===== config.mk =====
export PLATFORM = sky130hd
export DESIGN_NAME = bram_flush_ctrl
export DESIGN_NICKNAME = d
export VERILOG_FILES = /design/src/rtl/bram_flush_pkg.sv /design/src/rtl/bram_flush_addr_cnt.sv /design/src/rtl/bram_flush_ctrl.sv
export SDC_FILE = /design/constraint.sdc
export NUM_CORES = 1
export LEC_CHECK = 0
export BUFFER_PORTS_ARGS = -buffer_cell sky130_fd_sc_hd__buf_2
export CAP_MARGIN = 20
export CORE_MARGIN = 5
export CORE_UTILIZATION = 55
export DETAILED_ROUTE_END_ITERATION = 16
export MAX_ROUTING_LAYER = met4
export PLACE_DENSITY = 0.93
export SYNTH_ARGS = -nofsm -noshare
export SYNTH_HDL_FRONTEND = slang
export SYNTH_HIERARCHICAL = 1
export SYNTH_SLANG_ARGS = --single-unit

===== constraint.sdc =====
create_clock -name clk -period 4.5 [get_ports clk]
set_clock_uncertainty 0.15 [all_clocks]
set_input_delay 0.45 -clock clk [delete_from_list [all_inputs] [get_ports clk]]
set_output_delay 0.45 -clock clk [all_outputs]
set_load 0.005 [all_outputs]

===== src/rtl/bram_flush_pkg.sv =====
// Shared types and width helpers for the BRAM flush controller.
package bram_flush_pkg;

  typedef enum logic [1:0] {RST_WAIT, IDLE, FLUSH, DONE} flush_state_t;

  // One extra counter bit lets a full-depth sweep reach DEPTH without wrapping.
  function automatic int unsigned cnt_width(input int unsigned addr_w);
    return addr_w + 1;
  endfunction

  localparam int unsigned ADDR_W_DEF = 10;
  localparam int unsigned CNT_W      = cnt_width(ADDR_W_DEF);

endpackage


===== src/rtl/bram_flush_addr_cnt.sv =====
// Flush sweep address counter: clear, load, increment, terminal count at DEPTH-1.
module bram_flush_addr_cnt
  import bram_flush_pkg::*;
#(
  parameter int unsigned CNT_W  = 11,
  parameter int unsigned ADDR_W = 10,
  parameter int unsigned DEPTH  = 1024
) (
  input  logic              clk,
  input  logic              rst_n,
  input  logic              clr,
  input  logic              load,
  input  logic [CNT_W-1:0]  load_val,
  input  logic              en,
  output logic [ADDR_W-1:0] addr,
  output logic              tc_c
);

  logic [CNT_W-1:0] cnt;

  always_ff @(posedge clk) begin
    if (!rst_n) begin
      cnt <= '0;
    end else if (clr) begin
      cnt <= '0;
    end else if (load) begin
      cnt <= load_val;
    end else if (en) begin
      cnt <= cnt + CNT_W'(1);
    end
  end

  assign addr = cnt[ADDR_W-1:0];
  assign tc_c = (cnt == CNT_W'(DEPTH - 1));

endmodule


===== src/rtl/bram_flush_ctrl.sv =====
// BRAM flush sequencer and user/flush port arbiter with registered BRAM port.
module bram_flush_ctrl
  import bram_flush_pkg::*;
#(
  parameter int unsigned       ADDR_W         = 10,
  parameter int unsigned       DATA_W         = 32,
  parameter int unsigned       DEPTH          = 1024,
  parameter logic [DATA_W-1:0] FLUSH_VAL      = '0,
  parameter bit                FLUSH_ON_RESET = 1'b1
) (
  input  logic              clk,
  input  logic              rst_n,
  input  logic              flush_req,
  output logic              flush_busy,
  output logic              flush_done,
  input  logic              user_req,
  input  logic              user_we,
  input  logic [ADDR_W-1:0] user_addr,
  input  logic [DATA_W-1:0] user_wdata,
  output logic              user_gnt,
  output logic              bram_en,
  output logic              bram_we,
  output logic [ADDR_W-1:0] bram_addr,
  output logic [DATA_W-1:0] bram_wdata
);

  localparam int unsigned CW = cnt_width(ADDR_W);

  flush_state_t      state, state_next;
  logic              en_d, we_d, busy_d, done_d;
  logic [ADDR_W-1:0] addr_d;
  logic [DATA_W-1:0] wdata_d;
  logic              cnt_clr, cnt_load, cnt_en, cnt_tc;
  logic [ADDR_W-1:0] cnt_addr;

  bram_flush_addr_cnt #(
    .CNT_W  (CW),
    .ADDR_W (ADDR_W),
    .DEPTH  (DEPTH)
  ) u_cnt (
    .clk      (clk),
    .rst_n    (rst_n),
    .clr      (cnt_clr),
    .load     (cnt_load),
    .load_val (CW'(0)),
    .en       (cnt_en),
    .addr     (cnt_addr),
    .tc_c     (cnt_tc)
  );

  always_ff @(posedge clk) begin
    if (!rst_n) begin
      state      <= FLUSH_ON_RESET ? RST_WAIT : IDLE;
      bram_en    <= 1'b0;
      bram_we    <= 1'b0;
      bram_addr  <= '0;
      bram_wdata <= '0;
      flush_busy <= 1'b0;
      flush_done <= 1'b0;
    end else begin
      state      <= state_next;
      bram_en    <= en_d;
      bram_we    <= we_d;
      bram_addr  <= addr_d;
      bram_wdata <= wdata_d;
      flush_busy <= busy_d;
      flush_done <= done_d;
    end
  end

  // Next state, arbitration and the values the output registers take next.
  always_comb begin
    state_next = state;
    user_gnt   = 1'b0;
    en_d       = 1'b0;
    we_d       = 1'b0;
    addr_d     = bram_addr;
    wdata_d    = bram_wdata;
    busy_d     = 1'b0;
    done_d     = 1'b0;
    cnt_clr    = 1'b0;
    cnt_load   = 1'b0;
    cnt_en     = 1'b0;
    case (state)
      RST_WAIT: begin
        state_next = FLUSH;
        cnt_load   = 1'b1;
      end
      IDLE: begin
        if (flush_req) begin
          state_next = FLUSH;
          cnt_load   = 1'b1;
        end else begin
          user_gnt = user_req;
          if (user_req) begin
            en_d    = 1'b1;
            we_d    = user_we;
            addr_d  = user_addr;
            wdata_d = user_wdata;
          end
        end
      end
      FLUSH: begin
        busy_d  = 1'b1;
        en_d    = 1'b1;
        we_d    = 1'b1;
        addr_d  = cnt_addr;
        wdata_d = FLUSH_VAL;
        cnt_en  = 1'b1;
        if (cnt_tc) state_next = DONE;
      end
      DONE: begin
        done_d     = 1'b1;
        cnt_clr    = 1'b1;
        state_next = IDLE;
      end
      default: state_next = IDLE;
    endcase
  end

endmodule


---- Word level (Yosys, flattened, before mapping) ----
Index checks and enable logic that the tools add are counted.
storage, ports and cells
  bits of input ports ..................... 47
  flip-flop bits (word level) ............. 59
cells by class
  equality and inequality tests ........... 8
  add/subtract/negate cells ............... 1
  mux-type cells .......................... 21
  bitwise gates (word level) .............. 1
  reductions and logical operators ........ 5
operators with widths
  kind                                              count
  2-to-1 mux 32 bit                                 2
  case mux 32 bit (2 select lines)                  1
  2-to-1 mux 10 bit                                 2
  case mux 10 bit (2 select lines)                  1
  adder 11 x 1 -> 11 bit (second input constant)    1
  == test 11 x 10 -> 1 bit (second input constant)  1
  2-to-1 mux 1 bit                                  9
  != test 2 bit (second input constant)             4
  case mux 2 bit (4 select lines)                   1
  case mux 1 bit (2 select lines)                   3
  == test 2 bit (second input constant)             2
  2-to-1 mux 2 bit                                  2
  AND reduction 3 bit                               1
  OR reduction 3 bit                                1
  == test 2 x 1 -> 1 bit (second input constant)    1
  zero test 2 bit                                   1
  AND reduction 2 bit                               1
  nonzero test 2 bit                                1
  NOT 1 bit                                         1

---- Logic depth before layout (Yosys ltp) ----
Gate-level depths: netlist of run 1.
  depth in word-level cells ............... 3
  depth in mapped cells ................... 9
  gate-level depth less buffers ........... 7

---- Hierarchy ----
Netlist of run 1, hierarchy kept.
modules (own cells, without submodules)
  module               instances  seq. area each (µm²)  area an instance (µm²)  cells an instance
  bram_flush_ctrl      1          960.9                 2267.2                  220
  bram_flush_addr_cnt  1          220.2                 700.7                   83

---- Least setup slack after synthesis of run 1 ----
OpenSTA, ideal clock, no wires.
  kind .................................... reg-to-reg
  start point ............................. register state[1]
  end point ............................... register u_cnt.cnt[10]
  stages on the path, launching flop included .. 9
  arrival ................................. 2115 ps
  data required time ...................... 4288 ps
  setup slack ............................. 2173 ps
  cell sequence ........................... dfxtp_1 > inv_1 > ha_1 > nand2_1 > clkbuf_1 > nand2b_1 > or4b_1 > or4_1 > nand3_1
between the ends
  longest elaborated chain between the ends .. 3
RTL lines
  item                                                              line                       source
  start: declaration                                                bram_flush_ctrl.sv:29      flush_state_t state, state_next;
  start signal: assignment                                          bram_flush_ctrl.sv:53      state <= FLUSH_ON_RESET ? RST_WAIT : IDLE;
  start signal: assignment                                          bram_flush_ctrl.sv:61      state <= state_next;
  == test 2 x 1 -> 1 bit / zero test 2 bit (equally long branches)  bram_flush_ctrl.sv:84      case (state)
  case mux 1 bit (2 select lines) (*)                               bram_flush_ctrl.sv:84
  named net cnt_load                                                bram_flush_ctrl.sv:33      logic cnt_clr, cnt_load, cnt_en, cnt_tc;
  OR reduction 3 bit (no line) (*)                                  n/a
  end signal: assignment                                            bram_flush_addr_cnt.sv:27  cnt <= load_val;
  end signal: assignment                                            bram_flush_addr_cnt.sv:29  cnt <= cnt + CNT_W'(1);
  end: declaration                                                  bram_flush_addr_cnt.sv:19  logic [CNT_W-1:0] cnt;
The timed path passes the listed nets; every way through them passes the cells marked *.
A chain may end at the register's enable or synchronous reset.

---- Worst setup path after layout of run 1 ----
  start point ............................. register state[1]
  end point ............................... register u_cnt.cnt[9]
The elaborated chain is that of the path after synthesis.

==> results of run 1 <==
## synth_stat cells, types with 2 or more instances
cell type / count
dfxtp_1: 59
mux2i_1: 43
nand2_1: 36
nand3b_1: 32
clkbuf_1: 14
o21ai_0: 13
a21oi_1: 12
a211oi_2: 10
buf_4: 10
ha_1: 7
inv_1: 7
nand3_1: 5
nand4_1: 5
a31oi_1: 4
buf_2: 4
o211a_1: 4
buf_12: 3
nor2b_1: 3
or3_1: 3
or4_1: 3
a32oi_1: 2
and2_1: 2
and4bb_2: 2
buf_6: 2
o311a_1: 2
or4b_1: 2
xnor2_1: 2
xor2_1: 2
## layout make-up
type	instances	area (sq um)	area share
Multi-Input combinational cell	213	1570	0.445
Timing Repair Buffer	95	480	0.137
Tap cell	70	87.6	0.0249
Clock inverter	3	40.0	0.0114
Inverter	7	26.3	0.00747
Sequential cell	59	1180	0.336
Clock buffer	12	135	0.0384
## flip-flops by register name (all words and copies together), names as in the netlist
register    count
u_cnt/cnt      11
bram_addr      10
bram_en         1
state           2
flush_busy      1
bram_wdata     32
flush_done      1
bram_we         1
## stage by stage
step	power, mW	hold slack (ns)	cell area [sq um]
2_1_floorplan	1.02	0.301	3010
3_3_place_gp	1.08	0.289	3340
3_5_place_dp	1.10	0.294	3340
4_1_cts	1.54	0.155	3520
5_1_grt	1.62	0.164	3520
6_report	1.53	0.172	3520
## critical path, cell delays in order, from the launching register on
cell	delay, ns
dfxtp_1	0.38
inv_1	0.12
ha_1	0.20
nand2_1	0.30
nand2b_1	0.25
or4b_1	0.55
or4_1	0.43
nand3_1	0.08
## report_power, final
group | internal [mW] | switching (mW) | leakage, nW | total (mW)
Sequential | 0.604 | 0.0593 | 0.485 | 0.663
Combinational | 0.203 | 0.220 | 1.02 | 0.423
Clock | 0.251 | 0.191 | 0.0902 | 0.443
Total | 1.06 | 0.470 | 1.59 | 1.53
## path summary, 6_finish.rpt
kind / from / endpoint / slack [ns] / cells after the start
worst max-delay path: state[1] / u_cnt/cnt[9] / 1.97 / 7
worst min-delay path: user_we / bram_we / 0.17 / 2
worst min register to register: bram_wdata[12] / bram_wdata[12] / 0.30 / 2
worst max register to register: state[1] / u_cnt/cnt[9] / 1.97 / 7
## per-layer routing
metal | vias up | global-route usage | wire [um]
li1 | 1223 | - | -
met1 | 1175 | 0.241 | 3040
met2 | 92 | 0.327 | 3160
met3 | 12 | 0.0721 | 519
met4 | 0 | 0.0526 | 95
met5 | - | - | 0
## cells by family (layout without fill, tap and decap cells)
family                   Yosys count  count (layout)
AO/OA/AOI/OAI                     49              49
flip-flops                        59              59
AND/OR/NAND/NOR                   98              98
buffers and inverters             41             117
XOR/XNOR                           4               4
other                              1              11
adder cells (fa/ha/maj)            7               7
multiplexers                      44              44
==> summary.md, run 1 <==
| Metric | Value |
|---|---|
| Status | finished, final reports clean |
| Clock transition at the registers of the reported paths | 0.06 ns |
| Die Wd | 83.5 um |
| Core area | 0.00517 sq mm |
| Final Cycle Share | 0.562 |
| GRT Util Overall | 0.202 |
| Number of flops mapped to enable cells by yosys | 0 |
| Max Clk Rate | 0.396 GHz |
| #FFs+latches synth | 59 |
| Max-slew headroom | 0.502 |
| Cell area after synthesis | 0.00297 sq mm |
| Crit-path max FO | 12 |
| TNS Setup | 0 ns |
| Ant. Diodes | 0 |
| RSZ-0062 raised after global routing | false |
| Initial core utilization | 0.574 |
| Drt via density | 5.45 |
| Clk sinks | 59 |
| Vias post-DR | around 2.5k |
| Final worst slack | slightly below 2 ns |
| Synth area leaders | dfxtp_1, mux2i_1, nand3b_1 |
| Final Hold Fails | 0 |
| Synth unique cells | 38 |
| H-tree depth | 3 |
| Initial antenna violation count | 0 |
| Top FF cell, synth | dfxtp_1 |
| Post-DRT Antenna Nets | 0 |
| Cell taking the most area after synthesis | dfxtp_1 |
| Clock tree buffer depth | 2 |
| Max cap viols | 0 |
| Synth Instances | 303 |
| Hold WC Path Type | in -> reg |
| Area added between synthesis and finish | 18.5% |
| Post-Synth Adder-Cell Area | 0.0295 |
| GR Overflow Total | 0 |
| Root Driver | clkbuf_8 |
| Initial drt markers | 123 |
| IO Count | 94 |
| Async S/R FF share, synth | 0 |
| Compound-Gate Fraction of Synth Area | 0.124 |
| Rows | 26 |
| Warnings from Yosys | 6 |
| Avg WL per Cell | 14.8 um |
| Fin util | 0.680 |
| Critical path class | reg -> reg |
| Setup-failing EPs final | 0 |
| RePlAce Congestion | 0.783 |
| Slew Viols, Final | 0 |
| Final nets | 439 |
| DIE AREA | 0.00697 sq mm |
| Drt drc | 0 |
| Finished Layout Cells | 459 |
| Global-route wire length before repair | 11.3 mm |
| Clk Latency, worst-skew pair | 0.33 ns |
| Post-DP HPWL | 4.87 mm |
| Synth Area in XOR/XNOR | 0.0118 |
| Mean Syn Cell Area | around 9.8 sq um |
| Detailed Route WL | 6.81 mm |
| Worst-Margin Slew | 0.746 ns |
| Inserted Clock Buffers | 9 |
| Crit path arrival time | 2.65 ns |
| Die Y | 83.5 um |
| Pin count of the biggest net entering global routing | 49 |
| TritonRoute pass-1 iters | 4 |
| CP required | ~4.6 ns |
| Post-placement cell count | 444 |
| Pwr dens | 435 mW/mm^2 |
| Tmin final | 2.53 ns |
| P_leak | 1.59 nW |
| # hold bufs at CTS | 0 |
| Vias in the first global route | 2448 |
| Share of post-route cells with drive strength above 1 | 0.314 |
| # fillers | 400 |
| Main combinational cell family by area after synthesis | simple AND/OR/NAND/NOR gates |
| Most frequent cells in the layout | buf_2, dfxtp_1, mux2i_1, nand2_1, nand3b_1 |
| Multiplexer area fraction after synthesis | 0.150 |
| IO Port Bufs | 93 |
| Dpl ws | 1.98 ns |
| Startpoint type of the worst setup path | flip-flop |
| Yosys top cell area share | 0.398 |
| CTS tree | yes |
| Post-CTS resize count | 0 |
| Sequential area share after synthesis | 0.398 |
| Post-CTS Repair Setup Buffers | 0 |
| Worst setup EP type | flip-flop |
| Commonest non-fill, non-tap cell in the layout | buf_2 |
| Synth Area in Simple Gates | 0.198 |
| Worst VDD drop | approximately 0.25 mV |
Power figures use the tool's default switching activity.
==> run 2: changes to the inputs <==
--- a/config.mk
+++ b/config.mk
@@ -5,13 +5,14 @@
 export SDC_FILE = /design/constraint.sdc
 export NUM_CORES = 1
 export LEC_CHECK = 0
+export ABC_AREA = 1
 export BUFFER_PORTS_ARGS = -buffer_cell sky130_fd_sc_hd__buf_2
 export CAP_MARGIN = 20
 export CORE_MARGIN = 5
-export CORE_UTILIZATION = 55
+export CORE_UTILIZATION = 47
 export DETAILED_ROUTE_END_ITERATION = 16
 export MAX_ROUTING_LAYER = met4
-export PLACE_DENSITY = 0.93
+export PLACE_DENSITY = 0.85
 export SYNTH_ARGS = -nofsm -noshare
 export SYNTH_HDL_FRONTEND = slang
 export SYNTH_HIERARCHICAL = 1
==> constraint.sdc (replaced) <==
create_clock -name clk -period 2.25 [get_ports clk]
set_clock_uncertainty 0.15 [all_clocks]
set_input_delay 0.225 -clock clk [delete_from_list [all_inputs] [get_ports clk]]
set_output_delay 0.225 -clock clk [all_outputs]
set_load 0.005 [all_outputs]
==> run 2 against run 1 <==
Core utilization shrank 9.0 points. Cell area grew 7.7%. Area after synthesis grew 5.5%. Count of clock-buffer cells in the layout is the same. Clock power grew to 2.7 times the previous value. Critical path depth grew 1. Sequential power grew 110%. Die area grew 20%. Routed wire length grew 5.3%. Register-to-register slack lost 1.7 ns. Via count grew 22%. Non-clock buffer count grew 3.
==> summary.md, run 2 <==
| Metric | Value |
|---|---|
| Post-DRT Antenna Nets | 0 (unchanged) |
| TritonRoute pass-1 iters | 4 (unchanged) |
| Inserted Clock Buffers | 9 (unchanged) |
| Mean Syn Cell Area | 6.66 sq um (was 9.79 sq um) |
| Overall power | 3.64 mW (was 1.53 mW) |
| Ant. Diodes | 0 (unchanged) |
| Tmin final | 2.01 ns (was 2.53 ns) |
| Clk Latency, worst-skew pair | 0.33 ns (about the same) |
| Post-DP HPWL | 5.06 mm (was 4.87 mm) |
| Sequential area share after synthesis | 0.377 (was 0.398) |
| Clk sinks | 59 (unchanged) |
| Main combinational cell family by area after synthesis | simple AND/OR/NAND/NOR gates (unchanged) |
| #FFs+latches synth | 59 (unchanged) |
| Multiplexer area fraction after synthesis | 0 (was 0.150) |
| # hold bufs at CTS | 0 (unchanged) |
| Rows | 29 (was 26) |
| Global-route wire length before repair | 12.2 mm (was 11.3 mm) |
| Vias post-DR | 3045 (was 2502) |
| Largest registers | bram_wdata x32, u_cnt/cnt x11, bram_addr x10 (unchanged) |
| Root Driver | clkbuf_8 (unchanged) |
| IO Count | 94 (unchanged) |
| Yosys top cell area share | 0.377 (was 0.398) |
| Initial drt markers | 135 (was 123) |
| Initial core utilization | 0.487 (was 0.574) |
| Crit-path max FO | 12 (unchanged) |
| Reg with most FFs | bram_wdata (unchanged) |
| Warnings from Yosys | 6 (unchanged) |
| Commonest non-fill, non-tap cell in the layout | nand2_1 (was buf_2) |
| Avg WL per Cell | 11.3 um (was 14.8 um) |
| CP required | 2.33 ns (was 4.62 ns) |
| Fin util | 0.590 (was 0.680) |
| Startpoint type of the worst setup path | flip-flop (unchanged) |
| Clock transition at the registers of the reported paths | 0.06 ns (about the same) |
| Worst setup EP type | flip-flop (unchanged) |
| RSZ-0062 raised after global routing | false (unchanged) |
| Final Cycle Share | 0.895 (was 0.562) |
| Compound-Gate Fraction of Synth Area | 0.0923 (was 0.124) |
| Crit path arrival time | 2.09 ns (was 2.65 ns) |
| Cell taking the most area after synthesis | dfxtp_1 (unchanged) |
| Most frequent cells in the layout | nand2_1, buf_2, nor2_1, dfxtp_1, inv_1 (was buf_2, dfxtp_1, mux2i_1, nand2_1, nand3b_1) |
| Max cap viols | 0 (unchanged) |
| GRT Util Overall | 0.181 (was 0.202) |
| Share of post-route cells with drive strength above 1 | 0.242 (was 0.314) |
| RePlAce Congestion | 0.861 (was 0.783) |
| IO Port Bufs | 93 (unchanged) |
| Worst VDD drop | 0.512 mV (was 0.253 mV) |
| Synth Instances | 470 (was 303) |
| Top FF cell, synth | dfxtp_1 (unchanged) |
| Hold WC Path Type | in -> reg (unchanged) |
| Synth area leaders | dfxtp_1, nand2_1, nor2_1 (was dfxtp_1, mux2i_1, nand3b_1) |
| Pwr dens | 962 mW/mm^2 (was 435 mW/mm^2) |
| Synth Area in Simple Gates | 0.363 (was 0.198) |
| Clock tree buffer depth | 2 (unchanged) |
| Max Clk Rate | 0.497 GHz (was 0.396 GHz) |
| DIE AREA | 0.00839 sq mm (was 0.00697 sq mm) |
| Setup-failing EPs final | 0 (unchanged) |
| Count leader, synth | nand2_1 (was dfxtp_1) |
| GR Overflow Total | 0 (unchanged) |
| Die Wd | 91.6 um (was 83.5 um) |
| Async S/R FF share, synth | 0 (unchanged) |
| Area added between synthesis and finish | 21.0% (was 18.5%) |
| Cell area after synthesis | 0.00313 sq mm (was 0.00297 sq mm) |
| Number of flops mapped to enable cells by yosys | 0 (unchanged) |
| P_leak | 2.04 nW (was 1.59 nW) |
| Core area | 0.00642 sq mm (was 0.00517 sq mm) |
| Hold WS | 0.0205 ns (was 0.172 ns) |
| Post-Synth Adder-Cell Area | 0.0280 (was 0.0295) |
| CTS tree | yes (unchanged) |
| Drt via density | 4.80 (was 5.45) |
| Synth Area in XOR/XNOR | 0.00839 (was 0.0118) |
| Pin count of the biggest net entering global routing | 56 (was 49) |
| Synth unique cells | 29 (was 38) |
| Largest register FFs | 32 (unchanged) |
| Status | finished, final reports clean (unchanged) |
| Slew Viols, Final | 0 (unchanged) |
| Initial antenna violation count | 0 (unchanged) |
| Die Y | 91.6 um (was 83.5 um) |
| # fillers | 596 (was 400) |
| Critical path class | reg -> reg (unchanged) |
| H-tree depth | 3 (unchanged) |
| Detailed Route WL | 7.18 mm (was 6.81 mm) |
| Vias in the first global route | 2830 (was 2448) |
| Drt drc | 0 (unchanged) |
| Post-synth top cells | nand2_1, nor2_1, dfxtp_1 (was dfxtp_1, mux2i_1, nand2_1) |
| TNS Setup | 0 ns (unchanged) |
| Final nets | 607 (was 439) |
| Final Hold Fails | 0 (unchanged) |
==> run 2: cell count changes in the layout (fill, tap and decap cells not counted), moves of 6 or more <==
cell and change:
a22oi_1 +6, nand2_1 +102, o21ai_0 -11, a21oi_1 +25, nor2_1 +71, inv_1 +35
a211oi_2 -10, nand3b_1 -31, mux2i_1 -43, nand2_2 +11, nand3_1 +30
==> run 2: cell families (layout without fill, tap and decap cells) <==
| logic type | Yosys count | count (layout) |
|---|---|---|
| XOR/XNOR | 3 | 3 |
| AO/OA/AOI/OAI | 52 | 52 |
| AND/OR/NAND/NOR | 268 | 268 |
| other | 1 | 11 |
| adder cells (fa/ha/maj) | 7 | 7 |
| flip-flops | 59 | 59 |
| buffers and inverters | 80 | 158 |
==> run 2: final timing paths <==
check                 startpoint        endpoint  slack [ns]  cells after the start
setup / recovery        state[0]   u_cnt/cnt[10]        0.24                      8
hold / removal           user_we         bram_we        0.02                      3
setup reg to reg        state[0]   u_cnt/cnt[10]        0.24                      8
hold reg to reg   bram_wdata[23]  bram_wdata[23]        0.33                      2
==> run 2: final cells by class <==
class                   count  area [sq um]  share of cell area
clock inverters             4          97.6              0.0258
inverters                  44           168              0.0443
clock buffers              12           145              0.0383
flip-flops and latches     59          1180               0.312
well taps                  77          96.3              0.0254
repair buffers             98           519               0.137
multi-input cells         341          1580               0.417
==> run 2: what timing repair did <==
| item | CTS | global route |
|---|---|---|
| endpoints found under the setup margin | 0 | 2 |
| buffers inserted | 0 | 0 |
| resized for setup | 0 | 1 |
==> run 2: where the power goes <==
group | leakage [nW] | internal [mW] | total [mW] | switching (mW)
registers | 0.487 | 1.25 | 1.38 | 0.131
logic | 1.44 | 0.440 | 1.08 | 0.644
clock network | 0.117 | 0.767 | 1.18 | 0.412
total | 2.04 | 2.46 | 3.64 | 1.19
==> run 2: per-stage QoR <==
step | instance area (sq um) | setup WS (ns) | cells
floorplan | 3170 | 0.287 | 480
global placement | 3540 | 0.318 | 619
detailed placement | 3540 | 0.221 | 619
CTS | 3780 | 0.198 | 635
global route | 3790 | 0.0839 | 635
finish | 3790 | 0.237 | 635
==> run 2: worst max-delay path: stages (launching register included) <==
cell,delay [ns]
dfxtp_1,0.42
inv_1,0.12
ha_1,0.22
inv_1,0.06
nand2_1,0.29
nor2_4,0.31
nand4_1,0.15
o21bai_1,0.14
nor2_1,0.05
==> run 2: layer usage <==
| metal | global-route usage | vias to the layer above | part of all wire |
|---|---|---|---|
| met3 | 0.0646 | 8 | 0.081 |
| met1 | 0.199 | 1346 | 0.43 |
| met4 | 0.0553 | 0 | 0.013 |
| met2 | 0.307 | 94 | 0.47 |
| li1 | - | 1597 | - |
| met5 | - | - | 0 |
